$ cat config.mk
export PLATFORM = sky130hd
export DESIGN_NAME = ppl_key_debounce
export DESIGN_NICKNAME = d
export VERILOG_FILES = /design/src/rtl/ppl_key_debounce.sv
export SDC_FILE = /design/constraint.sdc
export NUM_CORES = 1
export LEC_CHECK = 0
export CAP_MARGIN = 20
export CORE_ASPECT_RATIO = 2
export CORE_UTILIZATION = 55
export DETAILED_ROUTE_END_ITERATION = 16
export GPL_TIMING_DRIVEN = 0
export PLACE_DENSITY = 0.75
export SETUP_SLACK_MARGIN = 0.05
export SYNTH_ARGS = -nofsm -noshare
export SYNTH_HDL_FRONTEND = slang
export SYNTH_SLANG_ARGS = --single-unit
$ cat constraint.sdc
create_clock -name clock -period 2.1 [get_ports clock]
set_input_delay 0.21 -clock clock [delete_from_list [all_inputs] [get_ports clock]]
set_output_delay 0.21 -clock clock [all_outputs]
set_load 0.02 [all_outputs]
$ cat src/rtl/ppl_key_debounce.sv
// Key/switch conditioner: 2-flop synchroniser and counter debouncer per key, with
// one-cycle press/release pulses and a write-1-to-clear sticky press register.

module ppl_key_debounce_lane #(
    parameter int DEBOUNCE_CYCLES = 50000,
    parameter int CNT_W           = 16
) (
    input  logic clock,
    input  logic clrn,
    input  logic raw,
    input  logic press_clr,
    output logic key,
    output logic press,
    output logic rel,
    output logic latch
);

    localparam logic [CNT_W-1:0] CNT_LAST = CNT_W'(DEBOUNCE_CYCLES - 1);

    logic             sync1_q, sync1_d;
    logic             sync2_q, sync2_d;
    logic             key_q, key_d;
    logic [CNT_W-1:0] cnt_q, cnt_d;
    logic             press_q, press_d;
    logic             rel_q, rel_d;
    logic             latch_q, latch_d;

    always_comb begin
        sync1_d = raw;
        sync2_d = sync1_q;
        key_d   = key_q;
        cnt_d   = '0;
        press_d = 1'b0;
        rel_d   = 1'b0;
        // Any cycle where the synchronised input agrees with the accepted level restarts the count.
        if (sync2_q != key_q) begin
            if (cnt_q == CNT_LAST) begin
                key_d   = sync2_q;
                press_d = sync2_q;
                rel_d   = ~sync2_q;
            end else begin
                cnt_d = cnt_q + 1'b1;
            end
        end
        // A press landing on the same edge as a clear must not be lost.
        if (press_d)
            latch_d = 1'b1;
        else if (press_clr)
            latch_d = 1'b0;
        else
            latch_d = latch_q;
    end

    always_ff @(posedge clock or negedge clrn) begin
        if (!clrn) begin
            sync1_q <= 1'b0;
            sync2_q <= 1'b0;
            key_q   <= 1'b0;
            cnt_q   <= '0;
            press_q <= 1'b0;
            rel_q   <= 1'b0;
            latch_q <= 1'b0;
        end else begin
            sync1_q <= sync1_d;
            sync2_q <= sync2_d;
            key_q   <= key_d;
            cnt_q   <= cnt_d;
            press_q <= press_d;
            rel_q   <= rel_d;
            latch_q <= latch_d;
        end
    end

    assign key   = key_q;
    assign press = press_q;
    assign rel   = rel_q;
    assign latch = latch_q;

endmodule

module ppl_key_debounce #(
    parameter int N_KEYS          = 10,
    parameter int DEBOUNCE_CYCLES = 50000,
    parameter int CNT_W           = 16
) (
    input  logic              clock,
    input  logic              clrn,
    input  logic [N_KEYS-1:0] keys_raw,
    input  logic [N_KEYS-1:0] press_clr,
    output logic [N_KEYS-1:0] keys,
    output logic [N_KEYS-1:0] key_press,
    output logic [N_KEYS-1:0] key_release,
    output logic [N_KEYS-1:0] press_latch
);

    for (genvar i = 0; i < N_KEYS; i++) begin : g_lane
        ppl_key_debounce_lane #(
            .DEBOUNCE_CYCLES(DEBOUNCE_CYCLES),
            .CNT_W          (CNT_W)
        ) u_lane (
            .clock    (clock),
            .clrn     (clrn),
            .raw      (keys_raw[i]),
            .press_clr(press_clr[i]),
            .key      (keys[i]),
            .press    (key_press[i]),
            .rel      (key_release[i]),
            .latch    (press_latch[i])
        );
    end

endmodule

**Word level (Yosys, flattened, before mapping)**

Index checks and enable logic that the tools add are counted.

- Logic and storage cells: 210
- Output and inout bits: 40
- Flip-flop bits (word level): 220
- Bits of input ports: 22

- Eq/ne operators: 20
- Add/sub/neg operators: 10
- Bitwise operators: 10
- Reduce and logical (&&, ||, !) cells: 20
- Mux-type cells: 80

Operator list:

| cell | count |
|---|---|
| two-way mux 16 bit | 20 |
| adder 16 x 1 -> 16 bit, second input constant | 10 |
| equality test 16 bit, second input constant | 10 |
| two-way mux 1 bit | 60 |
| AND reduction 2 bit | 10 |
| nonzero test 2 bit | 10 |
| != test 1 bit | 10 |
| inverter 1 bit | 10 |

**Logic depth before layout (Yosys ltp)**

Gate-level depths: netlist (run 1).

- Depth in word-level cells: 4
- Mapped depth: 6
- Gate-level depth less buffers: 5

**Modules after synthesis**

Synthesis (run 1) repeated with hierarchy kept, for this count alone.

- Cells, all modules: 920
- Area, all modules: 10497.6 sq um

Modules (own cells, without submodules):

| module | cells an instance | sequential area each (sq um) | times used | area each (sq um) |
|---|---|---|---|---|
| ppl_key_debounce_lane | 92 | 550.5 | 10 | 1049.8 |

**Worst setup path after synthesis (run 1)**

Ideal clock, no wire load.

- Path type: register to register
- From: register g_lane[0].u_lane.cnt_q[11]
- To: register g_lane[0].u_lane.key_q
- Buffers on the path: 0
- Cell stages (with the launch flop): 4
- Setup time: 0.125 ns
- Slack: 0.300 ns
- Clock period less this slack: 1.800 ns
- Required time: 1.975 ns
- Arrival: 1.675 ns
- Path through: dfrtp_1 > or3_4 > or4_4 > mux2_4

- Cells in the longest elaborated chain, start to end: 2

Ends and longest elaborated chain:

| what | RTL line | text |
|---|---|---|
| start, declared | 23 | `logic [CNT_W-1:0] cnt_q, cnt_d;` |
| start signal, assigned | 67 | `cnt_q <= cnt_d;` |
| equality test 16 bit | 37 | `if (cnt_q == CNT_LAST) begin` |
| AND reduction 2 bit (no source line) | -- |  |
| end signal, assigned | 66 | `key_q <= key_d;` |
| end, declared | 22 | `logic key_q, key_d;` |

No other way between the ends.
A chain may end at the register's enable or synchronous reset.

**Worst setup path in the final report (run 1)**

- From: register g_lane[7].u_lane.cnt_q[12]
- To: register g_lane[7].u_lane.key_q

- Cells in the longest elaborated chain, start to end: 2

Ends and longest elaborated chain:

| what | RTL line |
|---|---|
| start, declared | 23 |
| start signal, assigned | 67 |
| equality test 16 bit | 37 |
| AND reduction 2 bit (no source line) | -- |
| end signal, assigned | 66 |
| end, declared | 22 |

No other way between the ends.

==> impl_metrics.env, run 1 <==
export IMPL_wl_met2_microns=10610
export IMPL_hold_depth=1
export IMPL_hold_end="g_lane[8].u_lane.sync1_q$_DFF_PN0_"
export IMPL_final_cell_mix="dfrtp_1, nor2_1, xnor2_1, clkdlybuf4s50_1, nand3_1"
export IMPL_required_ns=2.48
export IMPL_syn_avg_cell_area_sq_um=10.43
export IMPL_antenna_cells=0
export IMPL_p_seq_frac=0.519
export IMPL_clockBufferDepth=3
export IMPL_final_max_slew_viol_count=0
export IMPL_cts_reportedPaths_clkPinSlew_ns=0.06
export IMPL_grt_pass1_vias=7365
export IMPL_layout_nets=1098
export IMPL_route_vias_total=7086
export IMPL_final_common_cell="dfrtp_1"
export IMPL_finalCriticalPeriod_ns=1.969
export IMPL_ant_nets=0
export IMPL_worstSetupEndpointType="register"
export IMPL_status="finished, violations left"
export IMPL_ys_ff_latch=220
export IMPL_p_switching_w=0.001784
export IMPL_dr_pass1_iters=12
export IMPL_drt_wl_total_microns=18760
export IMPL_avgViaCountPerCell=5.472
export IMPL_grt_antenna_before_repair=0
export IMPL_seq_area_sq_mm=0.005505
export IMPL_yosys_area_top_type="dfrtp_1"
export IMPL_r2r_start="g_lane[7].u_lane.cnt_q[12]$_DFF_PN0_"
export IMPL_crit_family="simple AND/OR/NAND/NOR gates"
export IMPL_drive_gt1_frac=0.1075
export IMPL_cts_tree="yes"
export IMPL_timing_rr_end="g_lane[7].u_lane.key$_DFFE_PN0P_"
export IMPL_dieArea_sq_mm=0.01913
export IMPL_nFillCells=1477
export IMPL_grt_pass1_wl_microns=32790
export IMPL_pwr_share_comb=0.035
export IMPL_dp_hpwl_microns=13110
export IMPL_p_sw_frac=0.2117
export IMPL_setup_tns_ns=0
export IMPL_critPathMaxStageDelay_ns=0.59
export IMPL_cts_buffers=21
export IMPL_syn_num_nets=1010
export IMPL_die_x_microns=98.30
export IMPL_synth_async_reset_ratio=1.000
export IMPL_holdCritStartpoint="keys_raw[8]"
export IMPL_p_leak_nw=4.999
export IMPL_yosysWarnings=0
export IMPL_drt_iter0_drc=214
export IMPL_drc=5
export IMPL_finalSetupViolCount=0
export IMPL_cts_sinks=220
export IMPL_crit_arrival_ns=2.35
export IMPL_r2r_cells=4
export IMPL_multi_input_area_sq_mm=0.004297
export IMPL_p_int_w=0.006642
export IMPL_tightest_slew_ns=0.7782
export IMPL_syn_area_sq_mm=0.01020
export IMPL_start_util=0.5600
export IMPL_path_cells="nor4_1, nand3b_1, or4_4, mux2_1"
export IMPL_maxSlewHeadroom=0.4812
export IMPL_wl_met3_microns=464
export IMPL_rsz0062_at_grt="false"
export IMPL_grt_max_degree=119
export IMPL_path_class="register to register"
export IMPL_ios=62
export IMPL_period_share=0.9377
export IMPL_synthFlopType="dfrtp_1"
export IMPL_ys_seq_area_frac=0.5397
export IMPL_wl_per_cell_microns=14.49
export IMPL_wl_met1_microns=7301
export IMPL_routed_top_layer="met4"
export IMPL_fp_coreArea_sq_mm=0.01822
export IMPL_gp_congestion=0.8277
export IMPL_hold_slack_ns=0.1497
export IMPL_fin_skew_ns=0.009860
export IMPL_h_tree_depth=1
export IMPL_synth_top_area_frac=0.5397
export IMPL_numPlacedInstances=1256
export IMPL_hold_viol=0
export IMPL_regToRegSetupSlack_ns=0.13
export IMPL_overflow=0
export IMPL_stdcell_count=1295
export IMPL_vdd_drop_max_v=0.0007784
export IMPL_cp_slowest_cell="or4_4"
export IMPL_fmax_mhz=507.8
export IMPL_clkLatencyLatePin_ns=0.50
export IMPL_cp_max_fo=5
export IMPL_drv_cap=0
export IMPL_critPathBufInv=0
export IMPL_syn_to_final_growth_pct=16.73
export IMPL_worst_setup_path_start_kind="register"
export IMPL_die_y_microns=194.6
export IMPL_violations="DRC"
export IMPL_synth_edff_count=0
export IMPL_cellPowerDensity_mw_per_mm2=707.7
export IMPL_synthesis_instances=978
export IMPL_grt_use_total=0.2067
export IMPL_power_frac_clock=0.447
export IMPL_synth_area_top_cells="dfrtp_1, xnor2_1, nor2_1, buf_4, nor4_1"
export IMPL_rows=70
export IMPL_final_core_util=0.6536
export IMPL_synth_cell_types=43
export IMPL_cts_root_buffer="clkbuf_16"
export IMPL_hp_class="input port to register"
export IMPL_port_buffers=61
## registers in the layout (all words and copies together) (netlist names)
register	cells
g_lane.u_lane.press	10
g_lane.u_lane.rel	10
g_lane.u_lane.sync2_q	10
g_lane.u_lane.key	10
g_lane.u_lane.latch	10
g_lane.u_lane.sync1_q	10
g_lane.u_lane.cnt_q	160
## cell type report
cell class / instances / area share
Tap cell: 216 / 0.02270
Inverter: 34 / 0.01072
Clock inverter: 7 / 0.007460
Multi-Input combinational cell: 674 / 0.3608
Sequential cell: 220 / 0.4623
Clock buffer: 29 / 0.05002
Buffer: 49 / 0.02921
Timing Repair Buffer: 66 / 0.05674
## worst register-to-register path: stages (launching register included)
cell and delay [ns]:
dfrtp_1 0.42, nor4_1 0.31, nand3b_1 0.19, or4_4 0.59
mux2_1 0.33
## cell usage after synthesis (2+ instances only)
library cell and number:
o22ai_1 9, a21oi_1 3, nor3b_1 12, nor4b_2 2, nor2_1 185, dfrtp_1 220
nand3_1 55, or3_1 3, or4_4 7, ha_1 10, nor3_1 36, and2_1 5
mux2_4 2, buf_2 7, clkbuf_1 3, buf_4 40, o41ai_2 6, nor4_1 45
nand3b_1 8, mux2_2 4, nand2b_1 9, and3_1 18, mux2_1 4, inv_1 34
xor2_1 32, nand4_1 37, nor4bb_1 5, xnor2_1 114, nor4b_1 4, nand2_1 46
## routing by layer
layer / track usage / vias to the layer above
li1: - / 3490
met1: 0.2277 / 3483
met2: 0.4011 / 86
met3: 0.02337 / 27
met4: 0.07186 / 0
met5: 0 / -
## worst max path at each step
stage | cells past startpoint | startpoint | endpoint | slack, ns
global route | 4 | g_lane[2].u_lane.cnt_q[12]$_DFF_PN0_ | g_lane[2].u_lane.key$_DFFE_PN0P_ | 0.06
floorplan | 3 | g_lane[0].u_lane.cnt_q[11]$_DFF_PN0_ | g_lane[0].u_lane.key$_DFFE_PN0P_ | 0.30
finish | 4 | g_lane[7].u_lane.cnt_q[12]$_DFF_PN0_ | g_lane[7].u_lane.key$_DFFE_PN0P_ | 0.13
CTS | 5 | g_lane[4].u_lane.cnt_q[0]$_DFF_PN0_ | g_lane[4].u_lane.cnt_q[6]$_DFF_PN0_ | 0.05
detailed placement | 5 | g_lane[2].u_lane.cnt_q[0]$_DFF_PN0_ | g_lane[2].u_lane.cnt_q[12]$_DFF_PN0_ | 0.06
global placement | 1 | clrn | g_lane[1].u_lane.press$_DFF_PN0_ | -8.26
## cell families (layout without fill, tap and decap cells)
| kind of cell | Yosys count | count (layout) | share of synthesized area |
|---|---|---|---|
| buffers and inverters | 84 | 185 | 0.04649 |
| flip-flops | 220 | 220 | 0.5397 |
| adder cells (fa/ha/maj) | 10 | 10 | 0.01227 |
| multiplexers | 10 | 10 | 0.01177 |
| XOR/XNOR | 146 | 146 | 0.1254 |
| AO/OA/AOI/OAI | 24 | 24 | 0.02281 |
| AND/OR/NAND/NOR | 484 | 484 | 0.2416 |
## repair_timing
action | CTS | global route
pin swaps | 0 | 2
setup endpoints to repair | 9 | 82
hold buffers | 1 | 0
gates resized for setup | 1 | 13
hold endpoints to repair | 102 | 0
setup buffers | 0 | 3
## power groups by stage
| stage | logic [W] | clock network (W) | registers [W] |
|---|---|---|---|
| after floorplan | 0.000122 | 0 | 0.00443 |
| after global routing | 0.000341 | 0.00403 | 0.00438 |
| final | 0.000291 | 0.00376 | 0.00437 |
| after global placement | 0.000274 | 0 | 0.00445 |
| after detailed placement | 0.000289 | 0 | 0.00445 |
| after CTS | 0.000293 | 0.00387 | 0.00437 |
## metrics by stage
stage | total power (W) | instance area, sq um | setup WS [ns]
final | 0.008427 | 11910 | 0.1308
after global placement | 0.004725 | 11080 | -8.263
after global routing | 0.008750 | 11910 | 0.05668
after floorplan | 0.004555 | 10200 | 0.2999
after CTS | 0.008538 | 11820 | 0.05142
after detailed placement | 0.004737 | 11110 | 0.05805
No activity file was read; power rests on OpenSTA's default activity.
==> run 2, diff against run 1 <==
==> constraint.sdc (replaced) <==
create_clock -name clock -period 2.1 [get_ports clock]
set_input_delay 0.21 -clock clock [delete_from_list [all_inputs] [get_ports clock]]
set_output_delay 0.21 -clock clock [all_outputs]
set_load 0.1 [all_outputs]
==> impl_metrics.env, run 2 (same netlist as run 1, synthesis figures left out) <==
export IMPL_status="finished, violations left"
export IMPL_violations="DRC"
export IMPL_pwr_share_comb=0.035
export IMPL_grt_pass1_wl_microns=32850
export IMPL_period_share=0.9495
export IMPL_cts_buffers=21
export IMPL_clkLatencyLatePin_ns=0.50
export IMPL_h_tree_depth=1
export IMPL_gp_congestion=0.8277
export IMPL_maxSlewHeadroom=0.3570
export IMPL_tightest_slew_ns=0.9683
export IMPL_p_leak_nw=5.132
export IMPL_cts_root_buffer="clkbuf_16"
export IMPL_hold_viol=0
export IMPL_start_util=0.5600
export IMPL_finalSetupViolCount=0
export IMPL_routed_top_layer="met4"
export IMPL_fp_coreArea_sq_mm=0.01822
export IMPL_p_sw_frac=0.2116
export IMPL_drt_iter0_drc=220
export IMPL_cts_tree="yes"
export IMPL_required_ns=1.89
export IMPL_nFillCells=1479
export IMPL_dr_pass1_iters=13
export IMPL_rsz0062_at_grt="false"
export IMPL_final_core_util=0.6521
export IMPL_grt_antenna_before_repair=0
export IMPL_p_seq_frac=0.519
export IMPL_ant_nets=0
export IMPL_cts_reportedPaths_clkPinSlew_ns=0.06
export IMPL_fin_skew_ns=0.009707
export IMPL_p_switching_w=0.001783
export IMPL_dp_hpwl_microns=13110
export IMPL_p_int_w=0.006642
export IMPL_fin_area_sq_mm=0.01188
export IMPL_dieArea_sq_mm=0.01913
export IMPL_die_x_microns=98.30
export IMPL_drv_cap=0
export IMPL_wl_met1_microns=7303
export IMPL_grt_pass1_vias=7384
export IMPL_grt_use_total=0.2071
export IMPL_cts_sinks=220
export IMPL_path_class="register to primary output"
export IMPL_port_buffers=61
export IMPL_power_frac_clock=0.447
export IMPL_wl_met3_microns=461
export IMPL_cp_max_fo=2
export IMPL_worst_setup_path_start_kind="register"
export IMPL_antenna_cells=0
export IMPL_rows=70
export IMPL_avgViaCountPerCell=5.474
export IMPL_layout_nets=1098
export IMPL_largest_reg_flops=160
export IMPL_final_max_slew_viol_count=0
export IMPL_hold_depth=1
export IMPL_wl_met2_microns=10600
export IMPL_regMostFlops="g_lane.u_lane.cnt_q"
export IMPL_final_common_cell="dfrtp_1"
export IMPL_drc=5
export IMPL_worstSetupEndpointType="primary output"
export IMPL_hp_class="input port to register"
export IMPL_overflow=0
export IMPL_ios=62
export IMPL_cellPowerDensity_mw_per_mm2=709.2
export IMPL_finalCriticalPeriod_ns=1.994
export IMPL_route_vias_total=7089
export IMPL_vdd_drop_max_v=0.0007785
export IMPL_syn_to_final_growth_pct=16.46
export IMPL_clockBufferDepth=3
export IMPL_r2r_cells=4
export IMPL_hold_slack_ns=0.1498
export IMPL_drt_wl_total_microns=18750
export IMPL_drive_gt1_frac=0.1177
export IMPL_place_area_sq_mm=0.01111
export IMPL_grt_max_degree=119
export IMPL_wl_per_cell_microns=14.48
export IMPL_die_y_microns=194.6
export IMPL_fmax_mhz=501.5
export IMPL_crit_arrival_ns=1.78
export IMPL_final_cell_mix="dfrtp_1, nor2_1, xnor2_1, nand3_1"
[run 2: changes by cell type in the layout (fill, tap and decap cells not counted)]
cell / previous run / this run
clkdlybuf4s15_1: 0 / 4
clkdlybuf4s50_1: 60 / 20
buf_4: 43 / 44
clkdlybuf4s15_2: 0 / 9
dlygate4sd2_1: 0 / 25
clkbuf_2: 2 / 3
[run 2: final cells by class]
class                           instances  area, sq um  area share
Buffer                                 49        347.8     0.02928
Clock buffer                           29        595.6     0.05013
Clock inverter                          7        88.84    0.007478
Inverter                               34        127.6     0.01074
Multi-Input combinational cell        674         4297      0.3617
Sequential cell                       220         5505      0.4634
Tap cell                              216        270.3     0.02275
Timing Repair Buffer                   66        648.1     0.05456
[run 2: path summary, 6_finish.rpt]
check                                                          start                                    to  slack [ns]
worst min register to register    g_lane[8].u_lane.sync1_q$_DFF_PN0_    g_lane[8].u_lane.sync2_q$_DFF_PN0_        0.35
min in group asynchronous                                       clrn   g_lane[0].u_lane.cnt_q[6]$_DFF_PN0_        0.32
worst max-delay path              g_lane[0].u_lane.latch$_DFFE_PN0P_                        press_latch[0]        0.11
max in group asynchronous                                       clrn  g_lane[6].u_lane.cnt_q[11]$_DFF_PN0_        0.77
worst min-delay path                                     keys_raw[8]    g_lane[8].u_lane.sync1_q$_DFF_PN0_        0.15
worst max register to register  g_lane[7].u_lane.cnt_q[12]$_DFF_PN0_      g_lane[7].u_lane.key$_DFFE_PN0P_        0.13
[run 2: repair_timing]
action | CTS | global route
setup buffers | 0 | 3
endpoints found under the setup margin | 49 | 87
hold endpoints to repair | 102 | 0
pin swaps | 0 | 2
hold buffers | 1 | 0
resized for setup | 61 | 18
[run 2: metal layers]
layer / up-vias / GRT usage
met2: 82 / 0.4025
li1: 3492 / -
met4: 0 / 0.07186
met1: 3488 / 0.2277
met3: 27 / 0.02337
met5: - / 0
[run 2: metrics by stage]
stage	std cells	TNS [ns]	worst slack (ns)	total power, W
after global routing	1295	0	0.05284	0.008750
final	1295	0	0.1060	0.008426
after global placement	1255	-1813.36	-8.263	0.004725
after floorplan	978	0	0.2999	0.004555
after detailed placement	1256	0	0.05805	0.004737
after CTS	1293	0	0.05142	0.008538
[run 2: power groups by stage]
stage                     clock network (W)  logic (W)  registers, W
after global routing                0.00403   0.000341       0.00438
after global placement                    0   0.000274       0.00445
final                               0.00376   0.000291       0.00437
after detailed placement                  0   0.000289       0.00445
after floorplan                           0   0.000122       0.00443
after CTS                           0.00387   0.000293       0.00437
[run 2: worst max-delay path, cell delays in order (launching register included)]
cell           delay, ns
dfrtp_1             0.34
buf_4               0.10
dlygate4sd2_1       0.84
